## src/rtl/button_debouncer.sv

```systemverilog
// Two-flop synchronizer plus stable-level debouncer for one active-low board
// button. The debounced level only follows the synchronized input after it
// has differed for DEBOUNCE_CYCLES consecutive cycles.
module button_debouncer #(
    parameter int DEBOUNCE_CYCLES = 400000
) (
    input  logic clk,
    input  logic rst_n,
    input  logic button_n,
    output logic level
);

    localparam int CW = $clog2(DEBOUNCE_CYCLES + 1);
    localparam logic [CW-1:0] LAST = CW'(DEBOUNCE_CYCLES - 1);

    logic          sync_a;
    logic          sync_b;
    logic [CW-1:0] count;

    // Bring the asynchronous button into the clock domain; released = 1.
    always_ff @(posedge clk or negedge rst_n) begin
        if (!rst_n) begin
            sync_a <= 1'b1;
            sync_b <= 1'b1;
        end else begin
            sync_a <= button_n;
            sync_b <= sync_a;
        end
    end

    // Accept a new level only after it has been stable for the full window.
    always_ff @(posedge clk or negedge rst_n) begin
        if (!rst_n) begin
            level <= 1'b1;
            count <= '0;
        end else if (sync_b == level) begin
            count <= '0;
        end else if (count == LAST) begin
            level <= sync_b;
            count <= '0;
        end else begin
            count <= count + CW'(1);
        end
    end

endmodule

```

## config.mk

```make
export PLATFORM = sky130hd
export DESIGN_NAME = button_debouncer
export DESIGN_NICKNAME = d
export VERILOG_FILES = /design/src/rtl/button_debouncer.sv
export SDC_FILE = /design/constraint.sdc
export NUM_CORES = 1
export LEC_CHECK = 0
export ABC_AREA = 0
export BUFFER_PORTS_ARGS = -buffer_cell sky130_fd_sc_hd__buf_2
export CORE_MARGIN = 1.5
export CORE_UTILIZATION = 60
export DETAILED_ROUTE_END_ITERATION = 16
export PLACE_DENSITY = 0.89
export SLEW_MARGIN = 10
export SYNTH_ARGS = -nofsm -noshare
export SYNTH_HDL_FRONTEND = slang
export SYNTH_SLANG_ARGS = --single-unit
```

## constraint.sdc

```tcl
create_clock -name clk -period 2.7 [get_ports clk]
set_input_delay 0.135 -clock clk [delete_from_list [all_inputs] [get_ports clk]]
set_output_delay 0.135 -clock clk [all_outputs]
set_load 0.05 [all_outputs]
```

==> flow_summary.toml <==
[run_status]
outcome = "complete, no violations"

[grt]
overflow = 0
antenna_found_initial = 0
track_usage_pct = 20.7
grt_max_degree = 23
grt_pass1_vias = 715
grt_pass1_wl_um = 3090

[clocking]
clockRootBuffer = "clkbuf_4"
clock-sinks = 22
numCtsBuffers = 3
clk_path_buf_depth = 2
cts_tree = "done"
cts_post_setup_buffers_inserted = 0
ctsHoldBuffers = 2
cts_resized = 0
path_clk_slew_ps = 110
clkLatencyLatePin_ps = 310
cts_htree_levels = 1

[sta]
relSlewSlack_pct = 67.7
finalCritPeriodShare_pct = 64.9
rsz0062_at_grt = "no"
setup_viol = 0
holdWs_ps = 295
max_freq_ghz = 0.571
worst_pin_slew_ps = 481
finalClockSkew_ps = 6.73
hold_viol_final = 0
post-route-min-period_ps = 1750
fin_setup_tns_ps = 0
slew_violations = 0

[power]
power_density_nw_per_um2 = 437
clkPwrFrac_pct = 29.2
internal_power_uw = 401
combPwrFrac_pct = 4.4
p_switching_uw = 112
seqPwrFrac_pct = 66.4
leakage_uw = 0.000467
ir_worst_vdd_mv = 0.351
p_sw_share_pct = 21.8

[die]
fp.dieW_um = 45.9
start_util_pct = 63.9
num_io_pins = 4
core-area_um2 = 1730
die_area_um2 = 2110
die_y_um = 45.9
rows = 15

[yosys]
ys_types = 27
ys_seq_elements = 22
synthesis.area_um2 = 1100
synthXorXnorAreaFrac_pct = 12.7
seq_area_frac_synth_pct = 50.2
synth-compound-area-share_pct = 4.65
synth_top_family_by_area = "simple AND/OR/NAND/NOR gates"
yosys.area_share.simple_pct = 27.0
postSynthAreaPerCell_um2 = 10.3
synth_mux_area_share_pct = 1.02
synthCells = 107
synth-adder-area-share_pct = 1.13
syn-num-nets = 111
ys_warn_count = 0

[setup_path]
endpoint_kind = "flop"
crit_required_ps = 2880
crit_type = "flop to flop"
worstPathMaxFanout = 17
startpoint_type = "flop"
arrival_ps = 1940

[finish]
final_common_cell = "nor2_1"
fin_area_um2 = 1170
final.fill_count = 126
num-nets-final = 118
drive_gt1_share_pct = 15.9
area_delta_synth_final_pct = 6.46
final_cell_mix = "nor2_1, dfrtp_1, xnor2_1"
seqCellArea_um2 = 554
multi_input_area_um2 = 513
diodes = 0

[route]
wl_per_cell_um = 13.3
totalWireLength_um = 1830
first_pass_iters = 4
drc = 0
ant_nets = 0
avgViaCountPerCell = 5.58
via_count = 770
drtIter0Drc = 16

[placement]
placed_area_um2 = 1130
routabilityCongestion = 0.827
place_hpwl_um = 1370
port_buffers = 3

[job]
cap_violations = 0

[min_path]
hold_class = "primary input to asynchronous set/reset pin"
-- final timing paths --
check | from | endpoint | slack, ps | cells after the start
worst min register to register | sync_a$_DFF_PN1_ | sync_b$_DFF_PN1_ | 360 | 0
max in group asynchronous | rst_n | sync_b$_DFF_PN1_ | 2060 | 2
min in group clk | sync_a$_DFF_PN1_ | sync_b$_DFF_PN1_ | 360 | 0
worst max register to register | count[0]$_DFF_PN0_ | count[15]$_DFF_PN0_ | 950 | 5
worst min-delay path | rst_n | count[7]$_DFF_PN0_ | 290 | 2
worst max-delay path | count[0]$_DFF_PN0_ | count[15]$_DFF_PN0_ | 950 | 5
-- kinds of logic after synthesis --
kind of cell,after synthesis
flip-flops,22
AO/OA/AOI/OAI,5
adder cells (fa/ha/maj),1
buffers and inverters,7
multiplexers,1
XOR/XNOR,16
AND/OR/NAND/NOR,55
-- flip-flops by register name (all words and copies together) (netlist names) --
register,cells
sync_a,1
level,1
count,19
sync_b,1
-- per-layer routing --
| metal | up-vias | part of all wire, % | GRT usage [%] |
|---|---|---|---|
| met2 | 16 | 47 | 32.5 |
| met4 | 0 | 2.7 | 14.3 |
| met5 | - | 0 | 0 |
| li1 | 383 | - | - |
| met1 | 366 | 47 | 27.0 |
| met3 | 5 | 2.7 | 1.19 |
-- stage by stage --
step                worst slack [ps]  util (%)  cells  power, uW
finish                           948      68.0    138        513
global route                     823      68.0    138        534
CTS                              951      68.0    138        520
detailed placement               958      65.4    132        368
global placement                1050      65.4    132        367
floorplan                       1170         -    107        360
-- power by group through the flow --
stage | clock, uW | sequential [uW] | combinational, uW
after global placement | 0 | 347 | 20.3
after CTS | 156 | 341 | 23.2
final | 150 | 341 | 22.6
after global routing | 165 | 342 | 26.3
after floorplan | 0 | 345 | 14.3
after detailed placement | 0 | 347 | 21.1
-- worst max-delay path, stage by stage (launching register included) --
cell	delay, ps
dfrtp_1	420
ha_1	240
and4_2	270
nand4_2	160
o21ai_4	420
nor2_1	120
-- layout make-up --
type                            instances  share of cell area (%)
Tap cell                               25                    2.66
Sequential cell                        22                    47.2
Clock buffer                            4                    2.24
Inverter                                4                    1.28
Multi-Input combinational cell         78                    43.7
Timing Repair Buffer                    5                    2.98
-- cell usage after synthesis --
master	instances	area (um2)
buf_6	1	11.3
nor4bb_1	1	10.0
nor3_1	5	25.0
dfrtp_1	19	475
nand4_1	6	37.5
o211a_1	1	10.0
nor4_1	5	31.3
nor4b_2	1	15.0
inv_1	4	15.0
a21oi_1	1	5.00
dfstp_2	3	78.8
xor2_1	3	26.3
nand3_2	1	10.0
o221a_2	1	11.3
and4_2	1	10.0
ha_1	1	12.5
and4bb_2	1	12.5
nand2_1	6	22.5
nand4_2	1	12.5
nor2_1	20	75.1
clkbuf_2	2	10.0
a31o_2	1	8.76
mux2_2	1	11.3
xnor2_1	13	114
nand3_1	6	30.0
o21ai_4	1	16.3
and2_1	1	6.26
Note: power is estimated with default switching activity, not from simulation.
